File: src/rtl/writeback_stage.sv
`default_nettype none
// ============================================================================
// Module   : writeback_stage
// Brief    : Pipeline writeback register with load-miss wait FSM, retire
//            counter, sticky halt and sticky memory-timeout error.
// Revision : 1.0 - initial release
// ============================================================================
module writeback_stage #(
    parameter int TIMEOUT = 15
) (
    input  logic        clk,
    input  logic        rst,
    input  logic        validIn,
    input  logic [15:0] aluResultIn,
    input  logic [15:0] memDataIn,
    input  logic        memReady,
    input  logic        memToRegIn,
    input  logic        regWriteIn,
    input  logic [2:0]  writeregIn,
    input  logic        haltIn,
    output logic [15:0] writeBackData,
    output logic [2:0]  writereg,
    output logic        regWrite,
    output logic        halt,
    output logic        stall,
    output logic [15:0] retired,
    output logic        err
);

    localparam logic [0:0] S_IDLE = 1'b0;
    localparam logic [0:0] S_WAIT = 1'b1;
    localparam logic [3:0] c_TIMEOUT = 4'(TIMEOUT);

    logic [0:0]  state_q, state_d;
    logic [3:0]  wcnt_q, wcnt_d;
    logic [15:0] wbd_q, wbd_d;
    logic [2:0]  wr_q, wr_d;
    logic        rw_q, rw_d;
    logic        halt_q, halt_d;
    logic [15:0] ret_q, ret_d;
    logic        err_q, err_d;

    logic w_load;
    logic w_accept;

    assign w_load = validIn & memToRegIn;

    always_ff @(posedge clk) begin
        if (rst) begin
            state_q <= S_IDLE;
            wcnt_q  <= 4'd0;
            wbd_q   <= 16'h0000;
            wr_q    <= 3'd0;
            rw_q    <= 1'b0;
            halt_q  <= 1'b0;
            ret_q   <= 16'h0000;
            err_q   <= 1'b0;
        end else begin
            state_q <= state_d;
            wcnt_q  <= wcnt_d;
            wbd_q   <= wbd_d;
            wr_q    <= wr_d;
            rw_q    <= rw_d;
            halt_q  <= halt_d;
            ret_q   <= ret_d;
            err_q   <= err_d;
        end
    end

    always_comb begin
        state_d = state_q;
        case (state_q)
            S_IDLE:  if (w_load & ~memReady) state_d = S_WAIT;
            S_WAIT:  if (memReady)           state_d = S_IDLE;
            default: state_d = S_IDLE;
        endcase
    end

    always_comb begin
        stall    = ~memReady & (((state_q == S_IDLE) & w_load) | (state_q == S_WAIT));
        w_accept = (state_q == S_WAIT) ? memReady : ~(w_load & ~memReady);
    end

    always_comb begin
        wcnt_d = wcnt_q;
        wbd_d  = wbd_q;
        wr_d   = wr_q;
        rw_d   = rw_q;
        halt_d = halt_q;
        ret_d  = ret_q;
        err_d  = err_q;
        if (w_accept) begin
            rw_d   = validIn & regWriteIn & ~halt_q;
            wr_d   = writeregIn;
            wbd_d  = memToRegIn ? memDataIn : aluResultIn;
            wcnt_d = 4'd0;
            if (validIn & ~halt_q) ret_d = ret_q + 16'd1;
            if (validIn & haltIn)  halt_d = 1'b1;
        end else begin
            rw_d = 1'b0;
            if (state_q == S_IDLE) begin
                wcnt_d = 4'd1;
            end else begin
                // Counter saturates so a long miss never wraps back below the limit.
                if (wcnt_q != 4'hF)      wcnt_d = wcnt_q + 4'd1;
                if (wcnt_q >= c_TIMEOUT) err_d  = 1'b1;
            end
        end
    end

    assign writeBackData = wbd_q;
    assign writereg      = wr_q;
    assign regWrite      = rw_q;
    assign halt          = halt_q;
    assign retired       = ret_q;
    assign err           = err_q;

endmodule
`default_nettype wire

File: config.mk
export PLATFORM = sky130hd
export DESIGN_NAME = writeback_stage
export DESIGN_NICKNAME = d
export VERILOG_FILES = /design/src/rtl/writeback_stage.sv
export SDC_FILE = /design/constraint.sdc
export NUM_CORES = 1
export LEC_CHECK = 0
export BUFFER_PORTS_ARGS = -buffer_cell sky130_fd_sc_hd__buf_2
export CORE_MARGIN = 2
export CORE_UTILIZATION = 44
export CTS_BUF_LIST = sky130_fd_sc_hd__clkbuf_4
export DETAILED_ROUTE_END_ITERATION = 16
export PLACE_DENSITY = 0.86
export SLEW_MARGIN = 10
export SYNTH_ARGS = -nofsm -noshare
export SYNTH_HDL_FRONTEND = slang
export SYNTH_SLANG_ARGS = --single-unit
File: constraint.sdc
create_clock -name clk -period 1.7 [get_ports clk]
set_input_delay 0.34 -clock clk [delete_from_list [all_inputs] [get_ports clk]]
set_output_delay 0.34 -clock clk [all_outputs]
set_load 0.02 [all_outputs]
Word-level counts from Yosys, hierarchy flattened
Cells that the tools add are included.
- flip-flop bits (word level): 43
- input port bits: 42
- output and inout port bits: 39
- logic and storage cells: 41
- $add $sub $neg: 2
- magnitude comparators: 1
- equal/unequal tests: 2
- mux-type cells: 7
- bitwise logic cells: 14
- reductions and logical operators: 6
- operator list (kind ; number):
    16-bit by 1-bit adder with 16-bit output (second input constant) ; 1
    16-bit 2-to-1 mux ; 1
    1-bit AND ; 8
    1-bit 2-to-1 mux ; 5
    1-bit inverter ; 5
    4-bit by 1-bit adder with 4-bit output (second input constant) ; 1
    4-bit >= comparator (second input constant) ; 1
    4-bit inequality test (second input constant) ; 1
    2-bit AND reduction ; 2
    2-bit OR reduction ; 2
    3-bit AND reduction ; 1
    3-bit OR reduction ; 1
    2-bit by 1-bit inequality test with 1-bit output (second input constant) ; 1
    1-bit one-hot mux with 2 select lines ; 1
    1-bit OR ; 1

Longest topological paths before layout
- depth after elaboration: 6
- mapped depth: 8
- mapped depth without buffers: 5

Least setup slack after synthesis
OpenSTA, ideal clock, no wires.
- kind: reg-to-reg
- start: reg ret_q[3], in the netlist retired[3]
- end: reg ret_q[13], in the netlist retired[13]
- arrival time: 1.613 ns
- data required time: 1.579 ns
- slack: -0.033 ns
- cell stages (with the launch flop): 5
- buffers on the path: 0
- clock period less this slack: 1.733 ns
- cell sequence: dfxtp_1 > nand4_2 > or3_4 > nor3_1 > mux2_2
- cells in the longest elaborated chain, start to end: 1
- ends and longest elaborated chain (element ; RTL line ; RTL):
    from (decl) ; 40 ; logic [15:0] ret_q, ret_d;
    from (signal assigned) ; 65 ; ret_q <= ret_d;
    16-bit by 1-bit adder with 16-bit output ; 97 ; if (validIn & ~halt_q) ret_d = ret_q + 16'd1;
Every way passes these cells.
A chain may end at the register's enable or synchronous reset.

Final worst setup path
- start: reg ret_q[1], in the netlist retired[1]
- end: reg ret_q[14], in the netlist retired[14]
Same word-level chain as after synthesis.

==> metrics.txt <==
status finished, final reports clean; Post-route DRC 0; Hold WC Path Type in2reg; Max Slew Vio Count 0; Longest Clk Path Bufs 2; Avg Inst Size Synth 9.17 sq um; DR WL/cell 12.2 um; Post-synth ARST share 0%; clock network power share 25.7%; prevailing post-synth register cell dfxtp_1; cts bufs inserted 5; DRT Wirelength 4150 um; RR Endpoint retired[14]; Worst-Skew Late Latency 0.34 ns; post-detailed-route count of antenna-violating nets 0; switching share of power 26.9%; RePlAce Congestion 0.725; CP Depth 5; Cells after Synth 203; crit share post-route 93.1%; Fin. Hold Viols 0; Fill cells 358; power per cell area 763 mW/mm^2; CP cell instances ha_1 -> nand3b_1 -> or3_4 -> or3_1 -> a21oi_1; type of element capturing the critical path flip-flop; Pleak 1.15 nW; row count 23; most frequent cells in the layout 79 x buf_2, 38 x dfxtp_1, 33 x nor2_1; R2R depth 5; nets 332; Multi-input gate area 942 sq um; H-tree Lvls 2; critical path peak fanout 5; Post-Syn Area 0.00186 sq mm; pin slew with the least headroom to its limit 0.372 ns; post-route cell area 0.00242 sq mm; met1 Resource Use GR 19.5%; Worst VDD drop 0.553 mV; root buffer cell clkbuf_4; Die X 69.1 um; P_sw 495 uW; Pint 1.35 mW; FF-to-FF setup slack 0.12 ns; CTS tree built; FF+latch count, synth 43; CP Launch Point retired[1]; Crit Path Category reg2reg; setup TNS 0 ns; WP buf/inv 0; Iteration-0 DRC Markers 60; Yosys warning count 0; Clock Sinks 43; Max-slew headroom 74.9%; largest net degree at the start of global routing 30; CP arrival 1.86 ns; Die Height 69.1 um; sequential area share after synthesis 46.2%; antenna violations before repair 0; dpl hpwl 3150 um; Crit-path slowest cell dfxtp_1; DIE AREA 0.00477 sq mm; vias per cell 5.12; hold buffer count at cts 0; met3 Usage GRT 6.58%; CTS clk-pin slew, worst paths 0.12 ns; Placed Area 0.00235 sq mm; RR Startpoint retired[1]; library cells used by synthesis 33; Register Area 867 sq um; Final setup viols 0; GRT overflow 0; TritonRoute pass-1 iters 4; RSZ-0062 raised after global routing no; net count after synthesis 247; clock period minus worst slack 1.58 ns; Critical Path Sink retired[14]; core area 0.00403 sq mm; EDFF count, synth 0; slowest stage delay, CP 0.40 ns; Initial Util 46.2%; layout cells sized above 1 37.4%; vias in the first global route 1,671; Layout Skew 0.00538 ns; Post-Place Setup Slack -0.0185 ns; fmax 0.632 GHz; GRT Total Usage 18.1%; met2 usage 32.1%; Flop pwr share 58.7%; via count 1,736; Most Crowded Layer GR met2; port buffer count 80; Post-CTS Setup Inserts 0; power share of the combinational group 15.7%; Startpoint Class flip-flop; IO Pins 81; first-pass GRT wire length 7070 um; commonest non-fill, non-tap cell in the layout buf_2; Ant. Diodes 0; Worst EP required 1.98 ns; setup ws final 0.117 ns; final core occ 60.0%; Hold WS 0.236 ns; Max Cap Viol 0; area grow syn2layout 29.8%; CP top delay family simple AND/OR/NAND/NOR gates
## cell type report
type,instances,share of cell area (%)
clock buffers,6,1.86
flip-flops and latches,43,35.9
repair buffers,90,19.8
multi-input cells,144,39.0
clock inverters,2,0.311
inverters,4,0.621
well taps,50,2.59
## through the flow
| step | power, mW | std cells |
|---|---|---|
| floorplan | 1.27 | 203 |
| global placement | 1.38 | 331 |
| detailed placement | 1.39 | 331 |
| CTS | 1.86 | 339 |
| global route | 1.95 | 339 |
| finish | 1.84 | 339 |
## power groups by stage
stage,registers [mW],logic [mW],clock network (mW)
6_report,1.08,0.289,0.473
5_1_grt,1.09,0.318,0.538
4_1_cts,1.08,0.290,0.487
3_5_place_dp,1.10,0.289,0
3_3_place_gp,1.10,0.281,0
2_1_floorplan,1.16,0.117,0
## sequential cells by signal, summed over array words and instances (netlist names)
register       cells
wcnt_q             4
writeBackData     16
state_q            1
err                1
writereg           3
regWrite           1
halt               1
retired           16
## cell families after synthesis
family	count (synthesis)	synth area share, %
and+or+nand+nor	77	21.1
AOI/OAI and AO/OA	36	12.6
xor gates and xnor gates	10	4.70
muxes	19	10.3
DFF	43	46.2
adders and majority gates	2	1.34
buffers and inverters	16	3.76
## cells in the mapped netlist, types with 4 or more instances
library cell | number | share of area, %
a211oi_1 | 18 | 7.3
a21oi_1 | 9 | 2.4
clkbuf_1 | 9 | 1.8
dfxtp_1 | 43 | 46
inv_1 | 4 | 0.81
mux2i_1 | 18 | 9.7
nand2_1 | 12 | 2.4
nand3_1 | 6 | 1.6
nor2_1 | 33 | 6.7
nor3_1 | 4 | 1.1
o21ai_0 | 5 | 1.3
or3_1 | 5 | 1.7
xnor2_1 | 9 | 4.2
## worst min-delay path, stage by stage
cell and delay, ns:
buf_2 0.09, nand2_1 0.05, a21oi_1 0.06
## how the worst min path moves through the flow
stage | start | end | slack (ns) | depth (start not counted)
2_1_floorplan | state_q | wcnt_q[0] | 0.46 | 1
3_3_place_gp | writereg[1] | writereg[1] | 0.44 | 2
3_5_place_dp | writereg[1] | writereg[1] | 0.45 | 2
4_1_cts | writeregIn[0] | writereg[0] | 0.22 | 3
5_1_grt | writeregIn[1] | writereg[1] | 0.23 | 3
6_report | writeregIn[0] | writereg[0] | 0.24 | 3
## metal layers
layer | part of all wire, % | wire length, um
met5 | 0 | 0
met4 | 1.6 | 66
met3 | 7.2 | 297
met2 | 49 | 2040
met1 | 42 | 1740
## timing repair
action	in CTS	in global routing
endpoints found under the hold margin	0	0
resized for setup	2	5
gates cloned	0	0
setup endpoints to repair	1	4
Power figures use the tool's default switching activity.
